===== src/rtl/inst_rom_reader.sv =====
// Fetch stage between the PC and decode: issues synchronous ROM reads and queues
// the returned words with their PC tags. Flushes on redirect and stops after HALT.
module inst_rom_reader #(
  parameter int AW = 10,
  parameter int IW = 9,
  parameter int DEPTH = 2,
  parameter logic [IW-1:0] HALT_OP = 9'h1FF
) (
  input  logic          Clk,
  input  logic          Reset,
  input  logic [AW-1:0] ProgCtr,
  output logic          PcHold,
  input  logic          Redirect,
  output logic [AW-1:0] RomAddr,
  output logic          RomRdEn,
  input  logic [IW-1:0] RomData,
  output logic [IW-1:0] InstOut,
  output logic [AW-1:0] InstPc,
  output logic          InstValid,
  input  logic          InstReady,
  output logic          Done
);
  localparam int CW = $clog2(DEPTH + 1);
  localparam int PW = $clog2(DEPTH);

  logic [IW-1:0] mem_data [DEPTH];
  logic [AW-1:0] mem_pc [DEPTH];
  logic [PW-1:0] rd_ptr, wr_ptr;
  logic [CW-1:0] count;
  logic          inflight;
  logic [AW-1:0] inflight_pc;

  logic          empty, pop, fifo_pop, bypass_pop, push, halt_pop, flush;
  logic [CW:0]   occ;

  function automatic logic [PW-1:0] next_ptr(input logic [PW-1:0] p);
    return (p == PW'(DEPTH - 1)) ? '0 : p + 1'b1;
  endfunction

  // The word returning from the ROM this cycle is visible at the head when the
  // queue is empty, giving one-cycle fetch latency and full throughput.
  assign empty     = (count == '0);
  assign InstValid = !empty || inflight;

  always_comb begin
    InstOut = '0;
    InstPc  = '0;
    if (!empty) begin
      InstOut = mem_data[rd_ptr];
      InstPc  = mem_pc[rd_ptr];
    end else if (inflight) begin
      InstOut = RomData;
      InstPc  = inflight_pc;
    end
  end

  assign pop        = InstValid && InstReady;
  assign fifo_pop   = pop && !empty;
  assign bypass_pop = pop && empty;
  assign halt_pop   = pop && (InstOut == HALT_OP);
  assign flush      = Redirect || halt_pop;
  assign push       = inflight && !bypass_pop && !flush;

  // Occupancy includes the outstanding read so a returning word always has a slot.
  assign occ     = {1'b0, count} + {{CW{1'b0}}, inflight} - {{CW{1'b0}}, pop};
  assign PcHold  = Done || (occ >= (CW+1)'(DEPTH));
  assign RomRdEn = !PcHold && !Redirect && !Reset;
  assign RomAddr = ProgCtr;

  always_ff @(posedge Clk or posedge Reset) begin
    if (Reset) begin
      count       <= '0;
      rd_ptr      <= '0;
      wr_ptr      <= '0;
      inflight    <= 1'b0;
      inflight_pc <= '0;
      Done        <= 1'b0;
    end else if (!Done) begin
      if (flush) begin
        count    <= '0;
        rd_ptr   <= '0;
        wr_ptr   <= '0;
        inflight <= 1'b0;
        if (halt_pop) Done <= 1'b1;
      end else begin
        if (push)     wr_ptr <= next_ptr(wr_ptr);
        if (fifo_pop) rd_ptr <= next_ptr(rd_ptr);
        count       <= count + CW'(push) - CW'(fifo_pop);
        inflight    <= RomRdEn;
        inflight_pc <= ProgCtr;
      end
    end
  end

  always_ff @(posedge Clk) begin
    if (push) begin
      mem_data[wr_ptr] <= RomData;
      mem_pc[wr_ptr]   <= inflight_pc;
    end
  end

  // Occupancy accounting makes this impossible; catches a broken hold path.
  assert property (@(posedge Clk) disable iff (Reset)
    !(push && count == CW'(DEPTH) && !pop));

endmodule


===== config.mk =====
export PLATFORM = sky130hd
export DESIGN_NAME = inst_rom_reader
export DESIGN_NICKNAME = d
export VERILOG_FILES = /design/src/rtl/inst_rom_reader.sv
export SDC_FILE = /design/constraint.sdc
export NUM_CORES = 1
export LEC_CHECK = 0
export BUFFER_PORTS_ARGS = -buffer_cell sky130_fd_sc_hd__buf_2
export CORE_MARGIN = 2
export CORE_UTILIZATION = 46
export CTS_BUF_LIST = sky130_fd_sc_hd__clkbuf_2
export DETAILED_ROUTE_END_ITERATION = 10
export PLACE_DENSITY_LB_ADDON = 0.3
export RECOVER_POWER = 50
export SYNTH_ARGS = -nofsm -noshare
export SYNTH_HDL_FRONTEND = slang
export SYNTH_SLANG_ARGS = --single-unit

===== constraint.sdc =====
create_clock -name Clk -period 8.2 [get_ports Clk]
set_input_delay 1.64 -clock Clk [delete_from_list [all_inputs] [get_ports Clk]]
set_output_delay 1.64 -clock Clk [all_outputs]
set_load 0.01 [all_outputs]

==> impl_metrics.json <==
{
  "grt_remaining_overflow": 0,
  "synth_enable_flop_cells": 38,
  "ys.flop_type": "edfxtp_1",
  "ctsLongestPathBuffers": 2,
  "relSlewSlack": 0.197,
  "clkPwrFrac": 0.109,
  "utilization": 0.532,
  "worstSetupPathType": "input pin to output pin",
  "dp_hpwl_um": 3640,
  "grt_setup_unrepaired": "no",
  "pwr-share-comb": 0.452,
  "critical_path_peak_fanout": 4,
  "p_sw_frac": 0.404,
  "htree_levels": 2,
  "yosys_warnings": 0,
  "grt_pass1_wl_um": 8470,
  "drt_wl_total_um": 5250,
  "synth_top_area_frac": 0.428,
  "drc": 0,
  "drive_gt1_frac": 0.271,
  "drtIter0Drc": 91,
  "worst_slew_pin_slew_ns": 1.20,
  "rrSetupSlack_ns": 4.61,
  "grt_util_all_layers": 0.176,
  "wire_per_inst_um": 15.9,
  "dp_slack_ns": 3.24,
  "cts_tree": "built",
  "pwr-share-seq": 0.439,
  "synth_compound_area_frac": 0.108,
  "final_nets": 284,
  "dieArea_um2": 6420,
  "synth_common_cells": "38 x edfxtp_1, 21 x a21oi_1, 18 x mux2i_1",
  "p_switching_mw": 0.361,
  "drv_slew": 0,
  "ys_ff_latch": 54,
  "layout_min_cycle_time_ns": 4.98,
  "fmax_mhz": 201,
  "clock_latency_ns": 0.43,
  "num_rows": 27,
  "synth-xor-area-share": 0.00657,
  "cts_resized": 0,
  "tns_ns": 0,
  "min_path_type": "flip-flop to flip-flop",
  "first_global_vias": 1763,
  "drt_pre_antenna_iters": 4,
  "cts_hold_buf": 0,
  "fin_ws_ns": 3.22,
  "clkSinkCount": 54,
  "muxShareOfSynthArea": 0.124,
  "fin_crit_sh": 0.607,
  "syn_area_um2": 2670,
  "synth-adder-area-share": 0.0216,
  "place_area_um2": 2930,
  "cts_setup_buffers": 0,
  "syn_inst": 213,
  "fin_skew_ns": 0.0252,
  "cts_root_buf": "clkbuf_2",
  "cts_buffers": 5,
  "io_buffers": 55,
  "worst_setup_path_end_kind": "output pin",
  "core_um2": 5540,
  "viasPerCell": 5.40,
  "diodes": 0,
  "fin_area_um2": 2950,
  "status": "finished clean",
  "fp.dieW_um": 80.1,
  "synth_top_family_by_area": "multiplexers",
  "synth_area_leader_cell": "edfxtp_1",
  "dieHeight_um": 80.1,
  "antenna_found_initial": 0,
  "finalHoldViolCount": 0,
  "syn2layout_area_growth_pct": 10.6,
  "ir_drop_uv": 204,
  "synth_seq_area_share": 0.578,
  "start_kind": "input pin",
  "synth_simple_gate_area_frac": 0.0995,
  "syn_nets": 240,
  "syn_avg_cell_area_um2": 12.5,
  "p_per_area_nw_per_um2": 303,
  "maxCapViolCount": 0,
  "final_antenna_net_count": 0,
  "ys_async_sr_fraction": 0.296,
  "grt_start_max_net_pins": 28,
  "start_util": 0.481,
  "internal_power_mw": 0.533,
  "p_total_mw": 0.894,
  "critPathRequiredTime_ns": 6.56,
  "setup_violations": 0,
  "io_pins": 56,
  "p_leak_nw": 1.16,
  "synth.lib_cells_used.distinct": 38,
  "clkTransAtPathRegs_ns": 0.25,
  "synth.most_common_cell": "edfxtp_1",
  "via_count": 1781,
  "gp_routability_congestion": 0.854,
  "arrival_ns": 3.34,
  "ys_top_cells_by_area": "edfxtp_1 43%, dfrtp_1 15%, mux2i_1 6.8%, mux2_4 5.6%, a21oi_1 3.9%"
}
[routing by layer]
layer,part of all wire,vias to the layer above,track usage
met5,0,-,0
met4,0.0078,0,0.0559
met3,0.039,2,0.0393
met2,0.50,42,0.298
met1,0.45,859,0.225
li1,-,878,-
[stage by stage]
stage / std cells / hold WS, ns
6_report: 330 / 0.523
2_1_floorplan: 213 / 0.464
5_1_grt: 330 / 0.553
3_5_place_dp: 322 / 0.492
4_1_cts: 330 / 0.530
3_3_place_gp: 322 / 0.482
[power groups by stage]
stage               Clock [mW]  Sequential [mW]  Combinational, mW
detailed placement           0            0.399              0.412
global route             0.113            0.401              0.453
global placement             0            0.397              0.405
floorplan                    0            0.365              0.314
finish                  0.0977            0.392              0.404
CTS                      0.102            0.393              0.414
[kinds of logic (layout without fill, tap and decap cells)]
| logic type | after synthesis | count (layout) |
|---|---|---|
| AO/OA/AOI/OAI | 48 | 48 |
| XOR/XNOR | 2 | 2 |
| adder cells (fa/ha/maj) | 4 | 4 |
| buffers and inverters | 29 | 74 |
| flip-flops | 54 | 54 |
| multiplexers | 28 | 28 |
| AND/OR/NAND/NOR | 48 | 48 |
[flip-flops by register name, indices dropped and copies added (netlist names)]
signal and cells:
rd_ptr 1, wr_ptr 1, mem_data 18, inflight_pc 10, inflight 1, count 2
mem_pc 20, Done 1
[worst paths after layout]
check / from / endpoint / cells after the start
max: InstReady / RomRdEn / 10
min: inflight_pc[7]$_DFFE_PP0P_ / mem_pc[1][7]$_DFFE_PP_ / 0
max reg2reg: inflight$_DFFE_PP0N_ / count[1]$_DFFE_PP0N_ / 12
min reg2reg: inflight_pc[7]$_DFFE_PP0P_ / mem_pc[1][7]$_DFFE_PP_ / 0
max in group asynchronous: Reset / inflight_pc[7]$_DFFE_PP0P_ / 2
min in group asynchronous: Reset / inflight$_DFFE_PP0N_ / 2
[layout by cell type, fill, tap and decap left out, types with 10 or more instances in the layout]
cell type / n
mux2_4: 10
o21ai_0: 13
mux2i_1: 18
edfxtp_1: 38
clkbuf_1: 10
nand3_1: 12
a21oi_1: 21
dfrtp_1: 16
buf_2: 46
[critical path, stage by stage]
cell and delay [ns]:
buf_2 0.11, inv_1 0.10, a21oi_1 0.06, ha_1 0.28
nand2b_1 0.15, fa_1 0.38, xnor2_1 0.15, nand3b_1 0.12
nor3_1 0.19, buf_2 0.17
[layout make-up]
cell class	instances	area, um^2
clock buffer	5	25.0
clock inverter	3	16.3
fill	534	2590
inverter	7	26.3
multi-input combinational	130	958
sequential	54	1540
tap	72	90.1
timing repair buffer	59	290
Note: power is estimated with default switching activity, not from simulation.
